===== src/rtl/uart_pkg.sv =====
`default_nettype none
// ============================================================================
//  Module      : uart_pkg
//  Description : Shared UART constants (data width, MMIO status bit positions)
//                and sizing helpers used by the receiver, transmitter, decoder
//                and receive FIFO.
//  Revision    : 1.0  initial release
// ============================================================================
package uart_pkg;

    localparam int UART_DATA_W = 8;

    localparam int STAT_VALID  = 0;
    localparam int STAT_OVF    = 1;
    localparam int STAT_IRQ    = 2;

    // Width of a fill-level counter that must represent 0..depth inclusive.
    function automatic int cnt_w(input int depth);
        return $clog2(depth) + 1;
    endfunction

endpackage
`default_nettype wire


===== src/rtl/uart_rx_fifo_if.sv =====
`default_nettype none
// ============================================================================
//  Module      : uart_rx_fifo_if
//  Description : Receiver-side handshake and CPU-side pop/status bundle for
//                the UART receive FIFO. slave = FIFO, master = its neighbours.
//  Revision    : 1.0  initial release
// ============================================================================
interface uart_rx_fifo_if
    import uart_pkg::*;
#(
    parameter int DEPTH = 16
);
    logic [UART_DATA_W-1:0]  rx_data_i;
    logic                    rx_ready_i;
    logic                    rx_read_o;
    logic                    cpu_rd_i;
    logic [UART_DATA_W-1:0]  cpu_data_o;
    logic                    cpu_valid_o;
    logic [cnt_w(DEPTH)-1:0] count_o;
    logic                    overflow_o;
    logic                    ovf_clr_i;
    logic                    irq_o;

    modport slave (
        input  rx_data_i,
        input  rx_ready_i,
        output rx_read_o,
        input  cpu_rd_i,
        output cpu_data_o,
        output cpu_valid_o,
        output count_o,
        output overflow_o,
        input  ovf_clr_i,
        output irq_o
    );

    modport master (
        output rx_data_i,
        output rx_ready_i,
        input  rx_read_o,
        output cpu_rd_i,
        input  cpu_data_o,
        input  cpu_valid_o,
        input  count_o,
        input  overflow_o,
        output ovf_clr_i,
        input  irq_o
    );
endinterface
`default_nettype wire


===== src/rtl/sync_fifo_mem.sv =====
`default_nettype none
// ============================================================================
//  Module      : sync_fifo_mem
//  Description : DEPTH x WIDTH register array, one synchronous write port and
//                one asynchronous read port. Contents are never reset.
//  Revision    : 1.0  initial release
// ============================================================================
module sync_fifo_mem #(
    parameter int DEPTH = 16,
    parameter int WIDTH = 8
) (
    input  wire logic                     clk,
    input  wire logic                     i_wr_en,
    input  wire logic [$clog2(DEPTH)-1:0] i_wr_addr,
    input  wire logic [WIDTH-1:0]         i_wr_data,
    input  wire logic [$clog2(DEPTH)-1:0] i_rd_addr,
    output logic      [WIDTH-1:0]         o_rd_data
);

    logic [WIDTH-1:0] r_mem [DEPTH];

    always_ff @(posedge clk) begin
        if (i_wr_en) begin
            r_mem[i_wr_addr] <= i_wr_data;
        end
    end

    assign o_rd_data = r_mem[i_rd_addr];

endmodule
`default_nettype wire


===== src/rtl/uart_rx_fifo.sv =====
`default_nettype none
// ============================================================================
//  Module      : uart_rx_fifo
//  Description : Receive buffer behind the UART receiver: drains each byte into
//                a DEPTH-entry circular FIFO with show-ahead CPU pop, fill
//                count and sticky overflow. Optional fill-level interrupt is
//                built when UART_RX_FIFO_IRQ_EN is defined.
//  Revision    : 1.0  initial release
// ============================================================================
module uart_rx_fifo
    import uart_pkg::*;
#(
    parameter int DEPTH     = 16,
    parameter int IRQ_LEVEL = 8
) (
    input  wire logic         clk,
    input  wire logic         rst,
    uart_rx_fifo_if.slave     bus
);

    localparam int                 c_PTR_W = $clog2(DEPTH);
    localparam int                 c_CNT_W = cnt_w(DEPTH);
    localparam logic [c_CNT_W-1:0] c_FULL  = c_CNT_W'(DEPTH);

    logic [c_PTR_W-1:0]     r_wr_ptr;
    logic [c_PTR_W-1:0]     r_rd_ptr;
    logic [c_CNT_W-1:0]     r_count;
    logic                   r_overflow;

    logic                   w_full;
    logic                   w_empty;
    logic                   w_pop;
    logic                   w_push;
    logic                   w_drop;
    logic                   w_ovf_next;
    logic [c_CNT_W-1:0]     w_count_next;
    logic [UART_DATA_W-1:0] w_rd_data;

    assign w_full  = (r_count == c_FULL);
    assign w_empty = (r_count == '0);

    // Full with a simultaneous pop frees a slot in the same edge, so the push lands.
    assign w_pop      = bus.cpu_rd_i & ~w_empty;
    assign w_push     = bus.rx_ready_i & (~w_full | w_pop);
    assign w_drop     = bus.rx_ready_i & w_full & ~w_pop;
    assign w_ovf_next = w_drop | (r_overflow & ~bus.ovf_clr_i);

    // The receiver is always acknowledged, even on a drop or in reset, so its flag clears.
    assign bus.rx_read_o = bus.rx_ready_i;

    always_comb begin
        w_count_next = r_count;
        unique case ({w_push, w_pop})
            2'b10:   w_count_next = r_count + 1'b1;
            2'b01:   w_count_next = r_count - 1'b1;
            default: w_count_next = r_count;
        endcase
    end

    always_ff @(posedge clk) begin
        if (rst) begin
            r_wr_ptr   <= '0;
            r_rd_ptr   <= '0;
            r_count    <= '0;
            r_overflow <= 1'b0;
        end else begin
            if (w_push) begin
                r_wr_ptr <= r_wr_ptr + 1'b1;
            end
            if (w_pop) begin
                r_rd_ptr <= r_rd_ptr + 1'b1;
            end
            r_count    <= w_count_next;
            r_overflow <= w_ovf_next;
        end
    end

    sync_fifo_mem #(
        .DEPTH (DEPTH),
        .WIDTH (UART_DATA_W)
    ) u_mem (
        .clk       (clk),
        .i_wr_en   (w_push),
        .i_wr_addr (r_wr_ptr),
        .i_wr_data (bus.rx_data_i),
        .i_rd_addr (r_rd_ptr),
        .o_rd_data (w_rd_data)
    );

    assign bus.cpu_data_o  = w_empty ? '0 : w_rd_data;
    assign bus.cpu_valid_o = ~w_empty;
    assign bus.count_o     = r_count;
    assign bus.overflow_o  = r_overflow;

`ifdef UART_RX_FIFO_IRQ_EN
    localparam logic [c_CNT_W-1:0] c_IRQ_LVL = c_CNT_W'(IRQ_LEVEL);

    logic r_irq;

    always_ff @(posedge clk) begin
        if (rst) begin
            r_irq <= 1'b0;
        end else begin
            r_irq <= (w_count_next >= c_IRQ_LVL) | w_ovf_next;
        end
    end

    assign bus.irq_o = r_irq;
`else
    logic [31:0] w_unused_irq_level;
    assign w_unused_irq_level = 32'(IRQ_LEVEL);
    assign bus.irq_o          = 1'b0;
`endif

endmodule
`default_nettype wire


===== src/flat_wrapper.sv =====
// flat-port wrapper written by rule: the top's interface ports become plain ports
module uart_rx_fifo_flat import uart_pkg::*;
#(
    parameter int DEPTH     = 16,
    parameter int IRQ_LEVEL = 8
)
  (clk, rst, bus_rx_data_i, bus_rx_ready_i, bus_rx_read_o, bus_cpu_rd_i, bus_cpu_data_o, bus_cpu_valid_o, bus_count_o, bus_overflow_o, bus_ovf_clr_i, bus_irq_o);
  uart_rx_fifo_if #(.DEPTH(DEPTH)) bus_i ();
  input  wire logic clk;
  input  wire logic rst;
  input wire logic [$bits(bus_i.rx_data_i)-1:0] bus_rx_data_i;
  input wire logic [$bits(bus_i.rx_ready_i)-1:0] bus_rx_ready_i;
  output wire logic [$bits(bus_i.rx_read_o)-1:0] bus_rx_read_o;
  input wire logic [$bits(bus_i.cpu_rd_i)-1:0] bus_cpu_rd_i;
  output wire logic [$bits(bus_i.cpu_data_o)-1:0] bus_cpu_data_o;
  output wire logic [$bits(bus_i.cpu_valid_o)-1:0] bus_cpu_valid_o;
  output wire logic [$bits(bus_i.count_o)-1:0] bus_count_o;
  output wire logic [$bits(bus_i.overflow_o)-1:0] bus_overflow_o;
  input wire logic [$bits(bus_i.ovf_clr_i)-1:0] bus_ovf_clr_i;
  output wire logic [$bits(bus_i.irq_o)-1:0] bus_irq_o;
  assign bus_i.rx_data_i = bus_rx_data_i;
  assign bus_i.rx_ready_i = bus_rx_ready_i;
  assign bus_rx_read_o = bus_i.rx_read_o;
  assign bus_i.cpu_rd_i = bus_cpu_rd_i;
  assign bus_cpu_data_o = bus_i.cpu_data_o;
  assign bus_cpu_valid_o = bus_i.cpu_valid_o;
  assign bus_count_o = bus_i.count_o;
  assign bus_overflow_o = bus_i.overflow_o;
  assign bus_i.ovf_clr_i = bus_ovf_clr_i;
  assign bus_irq_o = bus_i.irq_o;
  uart_rx_fifo #(.DEPTH(DEPTH), .IRQ_LEVEL(IRQ_LEVEL)) u_core (.clk(clk), .rst(rst), .bus(bus_i));
endmodule

===== config.mk =====
export PLATFORM = sky130hd
export DESIGN_NAME = uart_rx_fifo_flat
export DESIGN_NICKNAME = d
export VERILOG_FILES = /design/src/rtl/uart_pkg.sv /design/src/rtl/uart_rx_fifo_if.sv /design/src/rtl/sync_fifo_mem.sv /design/src/rtl/uart_rx_fifo.sv /design/src/flat_wrapper.sv
export SDC_FILE = /design/constraint.sdc
export NUM_CORES = 1
export LEC_CHECK = 0
export BUFFER_PORTS_ARGS = -buffer_cell sky130_fd_sc_hd__buf_4
export CAP_MARGIN = 40
export CORE_MARGIN = 3
export CORE_UTILIZATION = 60
export DETAILED_ROUTE_END_ITERATION = 16
export HOLD_SLACK_MARGIN = 0.08
export PLACE_DENSITY_LB_ADDON = 0.12
export SYNTH_ARGS = -nofsm -noshare
export SYNTH_HDL_FRONTEND = slang
export SYNTH_SLANG_ARGS = --single-unit

===== constraint.sdc =====
create_clock -name clk -period 2.8 [get_ports clk]
set_input_delay 0.42 -clock clk [delete_from_list [all_inputs] [get_ports clk]]
set_output_delay 0.42 -clock clk [all_outputs]
set_load 0.05 [all_outputs]

Word level (Yosys, flattened, before mapping)
Memory sizes are Yosys's and may differ from the RTL's. A register that Yosys moved wholly into a read port is not among the register bits.
Index checks and enable logic that the tools add are counted.
W data, S select, Z words.

cells by class
  $add $sub $neg = 4
  equality and inequality tests = 3
  muxes and demuxes = 6
  bitwise operators = 11
  reduce and logical (&&, ||, !) cells = 2

operators by type and width
  operator               count
  $pmux W5 S2            1
  $add A4 B1 Y4 const B  2
  $mux W4                2
  $mux W8                1
  $add A5 B1 Y5 const B  1
  $and A1 B1 Y1          5
  $eq A5 B5 Y1 const B   1
  $logic_not A5 Y1       1
  $sub A5 B1 Y5 const B  1
  $not A1 Y1             4
  $eq A2 B1 Y1 const B   1
  $eq A2 B2 Y1 const B   1
  $mux W1                2
  $or A1 B1 Y1           2
  $reduce_bool A2 Y1     1

storage, ports and cells
  register bits = 14
  bits in writable memories = 128
  input bits = 13
  output and inout port bits = 17
  logic and storage cells = 31
  memories = 1

memories
  memory              depth  width  rd ports  clocked after Yosys merged registers in  wr ports  line                 source
  u_core.u_mem.r_mem  16     8      1         1                                        1         sync_fifo_mem.sv:20  logic [WIDTH-1:0] r_mem [DEPTH];

Longest topological paths before layout
Gate-level depths: netlist of run 1.

  depth in word-level cells = 7
  gate-level depth with buffers = 9
  mapped depth without buffers = 8

Cells and area by module
From an unflattened synthesis of run 1, not the netlist that was laid out.

unflattened totals
  cell total of the unflattened synthesis = 324
  area, all modules = 5860.6 µm²

modules (own cells, without submodules)
  module         times used  cells an instance  area an instance (µm²)  sequential area each (µm²)
  sync_fifo_mem  1           221                4987.3                  3843.7
  uart_rx_fifo   1           103                873.3                   280.3

Least setup slack after synthesis of run 1
OpenSTA, ideal clock, no wires.

  kind = register -> output
  from = reg u_core.r_count[1] (netlist: u_core.bus.count_o[1])
  to = out bus_cpu_data_o[0]
  arrival time = 2.357 ns
  required time = 2.380 ns
  setup slack = 0.023 ns
  stages on the path, launching flop included = 6
  buffers on the path = 1
  cell sequence = dfxtp_1 > or4_1 > buf_6 > or2_2 > nand2_1 > o22ai_1

on the way
  word-level cells in the longest chain between the ends = 2

RTL lines
  element                 line                source
  from (decl)             uart_rx_fifo.sv:27  logic [c_CNT_W-1:0] r_count;
  from (signal assigned)  uart_rx_fifo.sv:73  r_count <= w_count_next;
  $logic_not A5 Y1        uart_rx_fifo.sv:40  assign w_empty = (r_count == '0);
  $mux W8                 uart_rx_fifo.sv:90  assign bus.cpu_data_o = w_empty ? '0 : w_rd_data;
  to (decl)               flat_wrapper.sv:15  output wire logic [$bits(bus_i.cpu_data_o)-1:0] bus_cpu_data_o;

Every way passes these cells.

==> results.md, run 1 <==
- The number of failing hold endpoints at the final stage is 0.
- After clock tree synthesis, the clock-pin slew on the worst setup and hold paths is roughly 0.06 ns.
- Buffers placed on the I/O ports in this run total 28.
- In the final design database the tool counted about 380 nets.
- The share of flip-flops with an asynchronous set or reset is 0.
- The floorplan step set the die height to between 100 and 150 microns.
- The flow ran to the end, and the final reports show no timing, DRC or antenna violations.
- Setup violations remaining at the end of the flow were counted as 0.
- The synthesized netlist contains 38 unique library cells.
- The instance area at placement is 6270 sq um.
- The clock latency on the worst-skew pair is about 0.5 ns.
- The global-route wire length before repair is around 18000 microns.
- The synthesized netlist occupies a cell area of approximately 5900 sq um.
- The post-route fraction of the period consumed by the critical path is 0.974.
- The most used flip-flop cell after synthesis is sky130_fd_sc_hd__edfxtp_1.
- The synthesized design contains ~150 register bits.
- The wire-length estimate of the detail-placed layout is roughly 6900 microns.
- The number of antenna violations at the first check in global routing is 0.
- The signed area change from the synthesized netlist to the final layout is 18.4%.
- The number of enable-type register cells in the synthesized netlist is roughly 130.
- The final route contains 3015 vias.
- The core outline area is ~9400 sq um.
- TritonCTS built the clock tree.
- The endpoint class of the critical path is an output port.
- Buffers added to address setup during post-CTS repair amount to 0.
- The post-detailed-routing wire length is approximately 11000 microns.
- Static timing analysis puts the maximum clock frequency at around 370 MHz.
- Summed over all instances, the cell type with the most area after synthesis is sky130_fd_sc_hd__edfxtp_1.
- The area share of the leading cell type in the synthesized netlist is 0.657.
- Setup repair after global routing could not meet its margin everywhere.
- When the netlist entered floorplanning its net count stood at 336.
- The max-slew headroom at the worst pin is 0.405.
- The register-to-register path setup slack is ~0.28 ns.
- The pre-antenna-repair detailed-routing pass consisted of 4 iterations.
- The final worst hold slack is between 0.2 and 0.25 ns.
- The quantity of hold-fixing buffers added after cts is 0.
- In this run the power density over the cells is a little over 1000 nW/um^2.
- The H-tree was split into 4 levels.
- The worst hold path begins at rst.
- Pin placement for this block handled 30 I/O pins.
- The number of buffers created by CTS is 17.
- CTS placed an instance of sky130_fd_sc_hd__clkbuf_8 at the clock tree root.
- In the post-synthesis netlist, the biggest area contributors are sky130_fd_sc_hd__edfxtp_1, sky130_fd_sc_hd__mux4_2, sky130_fd_sc_hd__dfxtp_1, sky130_fd_sc_hd__mux2i_1, sky130_fd_sc_hd__nor2_1.
- The number of instances in the synthesized netlist is between 300 and 400.
- Of the cells placed in the final design, the portion with a size suffix greater than 1 is 0.316.
- The placer's final routability congestion estimate is ~0.76.
- The leakage power of the design is about 2.3 nW.
- Max-cap violations in this run came to 0.
- The worst register-to-register path begins at u_core.bus.count_o[3].
- The min-delay analysis places its worst path in the category in -> reg.
- The worst IR drop on VDD is approximately 770 uV.
- The critical path is of the reg -> out type.
- For this configuration, the core starts out at a cell density of 0.625.
- After the first detailed-routing iteration, the DRC count stood at around 200.
- At the worst endpoint, the required time is 2.38 ns.
- The detail route stage leaves a number of antenna-violating nets equal to 0.
- For the pin with the worst max-slew slack, the measured transition is a little under 0.9 ns.
- The max-slew violation count is 0.
- Measured in cells, the most critical reg-to-reg path has a length of 8.
- For this run, the total global-route usage over all layers was measured as 0.221.
- The clock skew after layout is roughly 0.0068 ns.
- The placement row count is 35.
- The reg-to-reg endpoint is u_core.bus.count_o[4].
- For this run, design rule violations remaining after detail routing come to 0.
- CTS saw approximately 150 sinks.
- The floorplan step set the die width to around 100 microns.
- Of the synthesized area, sequential elements account for 0.718.
- Using the TritonRoute via totals, the vias-per-cell ratio works out to approximately 6.0.
- Data on the critical path arrives at its endpoint at ~2.3 ns.
- Entering global routing, the biggest net connects 33 pins.
- The critical path startpoint category is a flop.
- The per-instance average area after synthesis is ~19 sq um.
- The total of warnings raised by yosys is 0.
- The clock period minus final worst setup slack is 2.73 ns.
- The finished cells cover ~6900 sq um.
- The floorplan step defined a die boundary enclosing around 11000 sq um.
- The antenna diode count is 0.
- The cell count of the worst hold path is 2.
- Global routing finished with a remaining overflow of 0.
- The largest fanout on the critical path is 16.
- The wire length per cell is around 23 microns.
- The number of global-route vias before repair came to about 3200.
- In this run the deepest clock path goes through 2 buffers.
## placed cells by master (no fill, tap or decap), types with 4 or more instances in the layout
cell | synthesis | layout
sky130_fd_sc_hd__a21oi_1 | 4 | 4
sky130_fd_sc_hd__xor2_1 | 5 | 5
sky130_fd_sc_hd__mux4_2 | 32 | 32
sky130_fd_sc_hd__nor2b_1 | 5 | 5
sky130_fd_sc_hd__clkbuf_16 | 0 | 17
sky130_fd_sc_hd__o21a_1 | 4 | 4
sky130_fd_sc_hd__mux2i_1 | 19 | 19
sky130_fd_sc_hd__buf_4 | 3 | 43
sky130_fd_sc_hd__nor2_1 | 26 | 26
sky130_fd_sc_hd__bufinv_16 | 0 | 4
sky130_fd_sc_hd__nand2_1 | 7 | 6
sky130_fd_sc_hd__o22ai_1 | 8 | 8
sky130_fd_sc_hd__ha_1 | 7 | 7
sky130_fd_sc_hd__dfxtp_1 | 18 | 15
sky130_fd_sc_hd__nor3_1 | 6 | 6
sky130_fd_sc_hd__edfxtp_1 | 128 | 128
## cell usage after synthesis (3+ instances only)
master                     instances
sky130_fd_sc_hd__a21oi_1           4
sky130_fd_sc_hd__buf_2             5
sky130_fd_sc_hd__buf_4             3
sky130_fd_sc_hd__clkbuf_1          6
sky130_fd_sc_hd__dfxtp_1          18
sky130_fd_sc_hd__edfxtp_1        128
sky130_fd_sc_hd__ha_1              7
sky130_fd_sc_hd__inv_1             3
sky130_fd_sc_hd__mux2i_1          19
sky130_fd_sc_hd__mux4_2           32
sky130_fd_sc_hd__nand2_1           7
sky130_fd_sc_hd__nand2b_1          4
sky130_fd_sc_hd__nor2_1           26
sky130_fd_sc_hd__nor2b_1           5
sky130_fd_sc_hd__nor3_1            6
sky130_fd_sc_hd__o211ai_1          3
sky130_fd_sc_hd__o21a_1            4
sky130_fd_sc_hd__o22ai_1           8
sky130_fd_sc_hd__xor2_1            5
## area by class of cell
| class | count | area [sq um] |
|---|---|---|
| flip-flops and latches | 146 | 4210 |
| fillers | 599 | 2440 |
| multi-input cells | 150 | 1580 |
| clock buffers | 18 | 418 |
| repair buffers | 45 | 368 |
| clock inverters | 14 | 186 |
| well taps | 129 | 161 |
| inverters | 3 | 11.3 |
## kinds of logic (layout without fill, tap and decap cells)
| family | Yosys count | after routing | synth area share |
|---|---|---|---|
| flip-flops | 146 | 146 | 0.718 |
| multiplexers | 55 | 55 | 0.165 |
| AND/OR/NAND/NOR | 54 | 54 | 0.0423 |
| AO/OA/AOI/OAI | 27 | 27 | 0.0325 |
| buffers and inverters | 20 | 80 | 0.0171 |
| adder cells (fa/ha/maj) | 7 | 7 | 0.0150 |
| XOR/XNOR | 6 | 6 | 0.00898 |
| other | 1 | 1 | 0.000641 |
## power by group
part | switching [mW] | total, mW | internal (mW) | leakage, nW
registers | 0.108 | 2.58 | 2.48 | 1.30
clock network | 0.833 | 2.28 | 1.44 | 0.287
logic | 1.33 | 2.24 | 0.916 | 0.725
## what timing repair did
item | CTS | global route
endpoints found under the setup margin | 8 | 8
gates resized for setup | 5 | 4
pin swaps | 1 | 0
cloned | 0 | 1
## worst max-delay path by stage
stage                          startpoint                    end  slack, ns  cells after the start
CTS                 u_core.bus.count_o[0]      bus_cpu_data_o[0]       0.05                      6
global route                         flop      bus_cpu_data_o[6]      -0.07                      5
floorplan           u_core.bus.count_o[1]      bus_cpu_data_o[0]       0.02                      5
global placement    u_core.bus.count_o[0]  u_core.bus.count_o[4]       0.35                      8
detailed placement  u_core.bus.count_o[0]  u_core.bus.count_o[4]       0.27                      8
finish                               flop      bus_cpu_data_o[6]       0.07                      5
## worst max-delay path: stages, from the launching register on
cell	delay, ns
sky130_fd_sc_hd__dfxtp_2	0.42
sky130_fd_sc_hd__buf_12	0.21
sky130_fd_sc_hd__mux4_2	0.52
sky130_fd_sc_hd__mux2i_1	0.28
sky130_fd_sc_hd__o22ai_1	0.15
sky130_fd_sc_hd__buf_4	0.21
## per-stage QoR
step	TNS, ns	std cells	power (mW)	setup WS [ns]	utilization
after global placement	0	468	4.71	0.348	0.666
after floorplan	0	316	4.21	0.0235	-
after CTS	0	504	7.06	0.0487	0.735
after detailed placement	0	472	4.74	0.268	0.669
after global routing	-0.0875	505	7.39	-0.0707	0.740
final	0	505	7.10	0.0732	0.740
## per-layer routing
layer | vias to the layer above | wire length [microns] | GRT usage
li1 | 1353 | - | -
met5 | - | 0 | 0
met4 | 0 | 323 | 0.0956
met2 | 115 | 5870 | 0.361
met1 | 1523 | 4510 | 0.282
met3 | 24 | 670 | 0.0605
## flip-flops by register name, summed over array words and instances (netlist names), named ones only
| name | flops |
|---|---|
| u_core.bus.count_o | 5 |
| u_core.bus.overflow_o | 1 |
| u_core.r_rd_ptr | 4 |
| u_core.r_wr_ptr | 4 |
| u_core.u_mem.r_mem | 128 |
Note: power is estimated with default switching activity, not from simulation.
==> run 2, diff against run 1 <==
==> constraint.sdc (replaced) <==
create_clock -name clk -period 2.8 [get_ports clk]
set_input_delay 0.42 -clock clk [delete_from_list [all_inputs] [get_ports clk]]
set_output_delay 0.42 -clock clk [all_outputs]
set_load 0.005 [all_outputs]
==> run 2 against run 1 <==
  * Core utilization down 0.15 points
  * Global-route usage down 0.27 points
  * Die area unchanged
  * Highest routed layer unchanged
  * Non-clock buffer count down 1
  * Setup slack better by 0.030 ns
==> results.md, run 2 (synthesis results as in run 1) <==
- The core outline area is ~9400 sq um.
- The critical setup path kind is reg -> out.
- During placement, the flow inserted port buffers numbering 28.
- Timing would allow up to 371 MHz.
- The most frequent cell on the critical path is sky130_fd_sc_hd__buf_4.
- The overall die area is 11000 sq um.
- In the global route stage, overall resource usage came out at 0.219.
- In this run the number of H-tree levels came out at 4.
- Traced cell by cell, the critical path runs through or4_1, buf_4, or2_4, nand2_4, o22ai_1, buf_4.
- The flip-flop count of the largest register after layout is about 130.
- The maximum count of clock buffers along a single path is 2.
- The global-route wire length before repair is ~17000 microns.
- The clock period minus final worst setup slack is 2.70 ns.
- For the pin with the worst max-slew slack, the measured transition is between 0.9 and 1 ns.
- Clock-pin slew was measured on the worst setup and hold paths at approximately 0.070 ns.
- The internal power of the cells is 4.74 mW.
- The number of antenna violations at the first check in global routing is 0.
- The TritonCTS sink count is approximately 150.
- The iteration-0 DRC count of the detailed router is 210.
- The most flop-heavy register is u_core.u_mem.r_mem.
- The library cell used most frequently in the layout, excluding fill and tap cells, is sky130_fd_sc_hd__edfxtp_1.
- The net load switching power is 1.78 mW.
- From bottom edge to top edge, the die measures 105 microns.
- For flop-to-flop paths, the worst setup slack is roughly 0.28 ns.
- The placed wire-length estimate is slightly below 7000 microns.
- 0 antenna diodes ended up in the layout.
- For the final database, setup skew stands at 0.0126 ns.
- The maximum number of pins on one net before global-route repair is 33.
- Of the total power, registers draw 0.395.
- Setup violations remaining at the end of the flow were counted as 0.
- The wire length per cell is between 20 and 25 microns.
- Of the total power, the share spent switching nets is 0.273.
- Along the worst path, the maximum fanout reaches 8.
- The boundary pin count is 30.
- The number of failing hold endpoints at the final stage is 0.
- TritonCTS built the clock tree.
- The worst setup path is launched from a flop.
- The endpoint arrival time on the critical path is 2.28 ns.
- Setup repair after global routing left no endpoint under its margin.
- At the later pin of the worst-skew pair, clock insertion delay measures ~0.52 ns.
- For this run, design rule violations remaining after detail routing come to 0.
- The final layout contains routed wiring with a total length of about 11000 microns.
- The total grt overflow is 0.
- The placement row count is 35.
- Leaving out fill and tap cells, the most frequent cells in the layout are sky130_fd_sc_hd__edfxtp_1, sky130_fd_sc_hd__buf_4, sky130_fd_sc_hd__mux4_2.
- The number of buffers created by CTS is 17.
- The power density of the placed cells is between 900 and 1000 nW/um^2.
- The post-route fraction of the period consumed by the critical path is 0.963.
- The die width is approximately 100 microns.
- The count of nets left with antenna violations once routing finished came out at 0.
- Measured against its own limit, the worst slew margin works out to 0.387.
- The setup TNS is 0 ns.
- Across the VDD grid, the largest voltage drop is around 690 uV.
- The routed via count divided by cell count is 5.95.
- The run finished with clean final reports.
- In the final layout, the share of cells above drive strength 1 is 0.315.
- In this run the static leakage power is between 2 and 2.5 nW.
- The class of the tightest hold or removal check is in -> reg.
- Fill cells in the final layout number around 600.
- In this design, the largest share of critical-path delay is due to simple AND/OR/NAND/NOR gates.
- The overall via count from detail_route is between 2000 and 3000.
- The number of global-route vias before repair is 3118.
- The effective utilization at floorplan is 0.625.
- The root buffer selected by CTS is sky130_fd_sc_hd__clkbuf_8.
- The count of max-cap constraint violations is 0.
- The clock network fraction of design power is 0.346.
- For the worst setup path, the data required time is 2.38 ns.
- For this run, the share of the core covered by cells in the final layout is 0.738.
- The endpoint class of the critical path is an output port.
- The longest individual stage delay on the worst path is about 0.5 ns.
- The area growth from synthesis to layout is 18.2%.
- The net count of the finished layout is ~380.
- Routability-driven placement finished with a final weighted congestion of 0.779.
- The max-slew violation count came to 0.
- Of the total power, combinational logic draws 0.258.
- The number of search-and-repair iterations in the first detailed-routing pass is 5.
- The largest individual stage delay along the critical path comes from the cell sky130_fd_sc_hd__or4_1.
- Buffers added to address setup during post-CTS repair amount to 0.
- Together, buffers and inverters on the worst path number 2.
[run 2: timing repair]
action                                  CTS  global route
endpoints found under the setup margin    8             2
pin swaps                                 1             0
resized for setup                         5             1
cloned                                    0             1
hold buffers                              0             0
[run 2: stage by stage]
stage | setup slack [ns] | instance area [sq um] | power, mW | instances | hold WS, ns
finish | 0.104 | 6920 | 6.52 | 504 | 0.194
global route | 0.0236 | 6920 | 6.80 | 504 | 0.192
CTS | 0.0428 | 6880 | 6.51 | 502 | 0.184
detailed placement | 0.297 | 6270 | 4.22 | 470 | 0.559
global placement | 0.362 | 6250 | 4.18 | 468 | 0.540
floorplan | 0.286 | 5850 | 3.67 | 316 | 0.507
[run 2: worst reg2reg max path, cell delays in order, from the launching register on]
cell	delay, ns
sky130_fd_sc_hd__dfxtp_1	0.39
sky130_fd_sc_hd__or4_1	0.51
sky130_fd_sc_hd__o21a_2	0.26
sky130_fd_sc_hd__xor2_1	0.15
sky130_fd_sc_hd__ha_1	0.22
sky130_fd_sc_hd__or3_1	0.32
sky130_fd_sc_hd__a21oi_1	0.16
sky130_fd_sc_hd__a32oi_1	0.07
sky130_fd_sc_hd__mux2_1	0.31
[run 2: metal layers]
metal  vias up  part of all wire  track usage
li1       1349                 -            -
met3         4             0.072       0.0581
met5         -                 0            0
met4         0            0.0054       0.0694
met2       112              0.51        0.353
met1      1534              0.41        0.295
[run 2: power by group through the flow]
| stage | clock network [mW] | registers, mW | logic [mW] |
|---|---|---|---|
| floorplan | 0 | 2.59 | 1.08 |
| global placement | 0 | 2.60 | 1.57 |
| detailed placement | 0 | 2.61 | 1.60 |
| CTS | 2.29 | 2.57 | 1.66 |
| global route | 2.39 | 2.59 | 1.82 |
| finish | 2.26 | 2.58 | 1.68 |
[run 2: path summary, 6_finish.rpt]
path | start | end | cells after the start
max | u_core.bus.count_o[1] | bus_cpu_data_o[1] | 6
min | rst | u_core.bus.overflow_o | 2
max reg2reg | u_core.bus.count_o[1] | u_core.bus.count_o[4] | 8
min reg2reg | u_core.r_wr_ptr[1] | u_core.r_wr_ptr[1] | 2
[run 2: cell type report]
type                       count  area [sq um]  area share
inverter                       3          11.3     0.00163
clock buffer                  18           418      0.0604
multi-input combinational    150          1570       0.227
timing repair buffer          44           373      0.0539
clock inverter                14           179      0.0259
tap                          129           161      0.0233
sequential                   146          4210       0.608
==> run 3, diff against run 2 <==
--- a/config.mk
+++ b/config.mk
@@ -11,7 +11,8 @@
 export CORE_UTILIZATION = 60
 export DETAILED_ROUTE_END_ITERATION = 16
 export HOLD_SLACK_MARGIN = 0.08
-export PLACE_DENSITY_LB_ADDON = 0.12
+export PLACE_DENSITY = 0.81
 export SYNTH_ARGS = -nofsm -noshare
 export SYNTH_HDL_FRONTEND = slang
+export SYNTH_HIERARCHICAL = 1
 export SYNTH_SLANG_ARGS = --single-unit
==> run 3 against run 2 <==
  * Final cell count increased by 3.2%
  * Register-to-register slack improved by 0.12 ns
  * Design area grew 0.40%
  * Clock skew is 0.0060 ns lower
  * Sequential share of layout area down 1.4 points
  * Clock power down 7%
==> results.md, run 3 <==
- For the worst setup path, the data arrival time is ~2.3 ns.
- Counting along the longest clock path gives a buffer depth of 2.
- The wire length per cell is roughly 23 microns.
- Among all flip-flop cells after synthesis, the most frequent one is sky130_fd_sc_hd__edfxtp_1.
- The register with the most flip-flops in the layout has 128 of them.
- By count the netlist is led by sky130_fd_sc_hd__edfxtp_1, sky130_fd_sc_hd__nor2_1, sky130_fd_sc_hd__a22oi_1, sky130_fd_sc_hd__mux4_2.
- At the worst endpoint, the required time is about 2.4 ns.
- The HPWL after detailed placement is roughly 7000 microns.
- The overall power is a little over 6 mW.
- In the layout the commonest cells are sky130_fd_sc_hd__edfxtp_1, sky130_fd_sc_hd__buf_4, sky130_fd_sc_hd__nor2_1.
- The clock skew after layout is approximately 0.0067 ns.
- CTS built an H-tree with a depth of 4.
- The global-route wire length before repair is between 15000 and 20000 microns.
- The post-synthesis sequential area ratio is 0.704.
- The longest individual stage delay on the worst path is roughly 0.60 ns.
- The TritonCTS sink count is approximately 140.
- The cell area after layout is 6950 sq um.
- After synthesis, the mean cell area works out to 18.1 sq um.
- The fraction of power spent switching nets is 0.275.
- The internal portion of the total power is about 4.4 mW.
- The iteration-0 DRC count of the detailed router is 262.
- The routed layout has approximately 3200 vias.
- In the finished design, the share of the clock period the worst path needs comes to 0.984.
- For the pin with the worst max-slew slack, the measured transition is between 0.8 and 0.9 ns.
- The clock network fraction of design power is 0.350.
- The final antenna-violating net count is 0.
- The count of unique library cells instantiated by Yosys is between 40 and 50.
- The class of the tightest hold or removal check is in -> reg.
- The largest fanout on the critical path is 7.
- Measured against its own limit, the worst slew margin works out to 0.419.
- The clock period minus final worst setup slack is 2.76 ns.
- The signed area change from the synthesized netlist to the final layout is 18.5%.
- For this configuration, the core starts out at a cell density of 0.625.
- Of the post-synthesis cell area, the dominant cell type holds 0.656.
- The number of failing hold endpoints at the final stage is 0.
- The leakage power of the design is approximately 2.4 nW.
- The clock slew seen by the registers of the worst setup and hold paths is roughly 0.060 ns.
- The critical path is of the reg -> out type.
- The run finished with clean final reports.
- The share of post-route cells with drive strength above 1 is 0.302.
- In the post-synthesis netlist, the cell with the most instances is sky130_fd_sc_hd__edfxtp_1.
- The critical path goes through buf_12, mux4_1, a22oi_2, nand2_1, nor2b_1, buf_4.
- The overall die area is about 11000 sq um.
- Of all cell types, the one taking the most synthesized area is sky130_fd_sc_hd__edfxtp_1.
- The number of antenna violations at the first check in global routing is 0.
- The fmax is approximately 360 MHz.
- Counting the buffers created by CTS gives 17.
- The register bit count reported by yosys is between 100 and 150.
- The total overflow left after global routing is 0.
- The worst IR drop on VDD is a little under 500 uV.
- The number of enable-type register cells in the synthesized netlist is 128.
- At the end of routability-driven placement, the weighted congestion stood at roughly 0.8.
- Setup repair after global routing could not meet its margin everywhere.
- For this design the top-level I/O count stands at 30.
- The placement row count is 35.
- Dividing the detail-routed via count by the number of cells gives roughly 6.2.
- For this design the ratio of total power to cell area is 869 nW/um^2.
- The tool flagged a number of max-cap violations equal to 0.
- The worst setup path is captured at an output port.
- After detailed placement, the total cell area comes to roughly 6300 sq um.
- The number of global-route vias before repair came to around 3200.
- In this run the tool buffered the top-level ports with 28 buffer cells.
- The part of the power in combinational logic is 0.242.
- The repair_antennas step left the layout with diodes totalling 0.
- Counting every instance in the synthesized netlist gives 324.
- Buffers inserted to repair hold after CTS numbered 0.
- The number of endpoints failing setup at the final stage is 0.
- From left edge to right edge, the die measures 105 microns.
- The most flop-heavy register is u_core/u_mem/r_mem.
- The worst setup path is launched from a flop.
- By area the synthesized netlist is led by sky130_fd_sc_hd__edfxtp_1, sky130_fd_sc_hd__mux4_2, sky130_fd_sc_hd__mux4_1, sky130_fd_sc_hd__dfxtp_1, sky130_fd_sc_hd__a22oi_1.
- After synthesis the cells add up to about 6000 sq um.
- The net load switching power is approximately 1.7 mW.
- The total track usage is 0.225.
- The clock latency on the worst-skew pair is 0.52 ns.
- The final worst hold slack is ~0.19 ns.
- For this design, the slowest cell found on the critical path is sky130_fd_sc_hd__mux4_1.
- After detailed routing, the number of remaining DRC violations is 0.
- During synthesis, Yosys emitted a total of 6 warnings.
- Leaving out fill and tap cells, the most frequent cell in the layout is sky130_fd_sc_hd__edfxtp_1.
- Synthesis produced a netlist with a net count of between 300 and 400.
- The overall die height is ~100 microns.
- The share of total power dissipated in sequential elements is 0.409.
- After detailed routing, the total wire length is between 10000 and 15000 microns.
- The maximum number of pins on one net before global-route repair is 36.
- The first TritonRoute pass finished after 5 iterations.
- Counting flops with an async set or reset pin after synthesis yields a share of 0.
- The core outline area is around 9400 sq um.
- In the final design database the tool counted just under 400 nets.
- The tree is rooted in a sky130_fd_sc_hd__clkbuf_8.
- The max-slew violation count is 0.
- TritonCTS built the clock tree.
-- run 3: cell count changes after synthesis, moves of 8 or more --
| cell | previous run | this run |
|---|---|---|
| sky130_fd_sc_hd__a22oi_1 | 0 | 18 |
| sky130_fd_sc_hd__mux2i_1 | 19 | 3 |
| sky130_fd_sc_hd__mux4_2 | 32 | 18 |
| sky130_fd_sc_hd__nor2b_1 | 5 | 14 |
| sky130_fd_sc_hd__o22ai_1 | 8 | 0 |
| sky130_fd_sc_hd__mux4_1 | 0 | 14 |
-- run 3: power groups by stage --
stage / logic, mW / registers [mW] / clock network [mW]
floorplan: 0.904 / 2.47 / 0
global placement: 1.27 / 2.49 / 0
detailed placement: 1.31 / 2.49 / 0
CTS: 1.36 / 2.46 / 2.13
global route: 1.58 / 2.47 / 2.22
finish: 1.46 / 2.46 / 2.11
-- run 3: worst max-delay path, delay by kind of cell (launching register included) --
family / cells / cell delay [ns]
and+or+nand+nor: 2 / 0.22
DFF: 1 / 0.45
muxes: 1 / 0.60
AOI/OAI and AO/OA: 1 / 0.24
buffers and inverters: 2 / 0.30
-- run 3: final timing paths --
path                          from                       end  slack, ns  cells past startpoint
max             u_core/r_rd_ptr[0]         bus_cpu_data_o[5]       0.04                      6
min                            rst        u_core/r_rd_ptr[0]       0.19                      2
max reg2reg  u_core/bus.count_o[3]  u_core/u_mem/r_mem[1][5]       0.40                      5
min reg2reg  u_core/bus.count_o[1]     u_core/bus.count_o[1]       0.57                      2
-- run 3: cell families after synthesis --
| logic type | share of synthesized area |
|---|---|
| AND/OR/NAND/NOR | 0.0685 |
| multiplexers | 0.143 |
| other | 0.000640 |
| flip-flops | 0.704 |
| XOR/XNOR | 0.00897 |
| buffers and inverters | 0.0231 |
| adder cells (fa/ha/maj) | 0.00641 |
| AO/OA/AOI/OAI | 0.0459 |
-- run 3: cell type report --
type	count	area (sq um)
repair buffers	50	442
flip-flops and latches	142	4130
inverters	4	15.0
fillers	563	2430
multi-input cells	163	1640
well taps	129	161
clock inverters	15	149
clock buffers	17	414
-- run 3: metrics by stage --
stage / utilization / setup WS [ns] / setup TNS (ns) / cells
after global placement: 0.669 / 0.456 / 0 / 484
after global routing: 0.741 / -0.0271 / -0.0616 / 520
after floorplan: - / 0.431 / 0 / 324
after detailed placement: 0.669 / 0.403 / 0 / 484
final: 0.741 / 0.0439 / 0 / 520
after CTS: 0.733 / 0.00479 / 0 / 517
-- run 3: metal layers --
metal	track usage	wire, microns	vias to the layer above	part of all wire
met4	0.0862	208	0	0.018
met1	0.288	4740	1659	0.40
met5	0	0	-	0
li1	-	-	1412	-
met3	0.0673	798	20	0.068
met2	0.367	6030	152	0.51
-- run 3: timing repair --
action	4_1_cts	5_1_grt
setup buffers	0	2
resized for setup	3	11
endpoints found under the setup margin	7	6
cloned	1	1
pin swaps	0	2
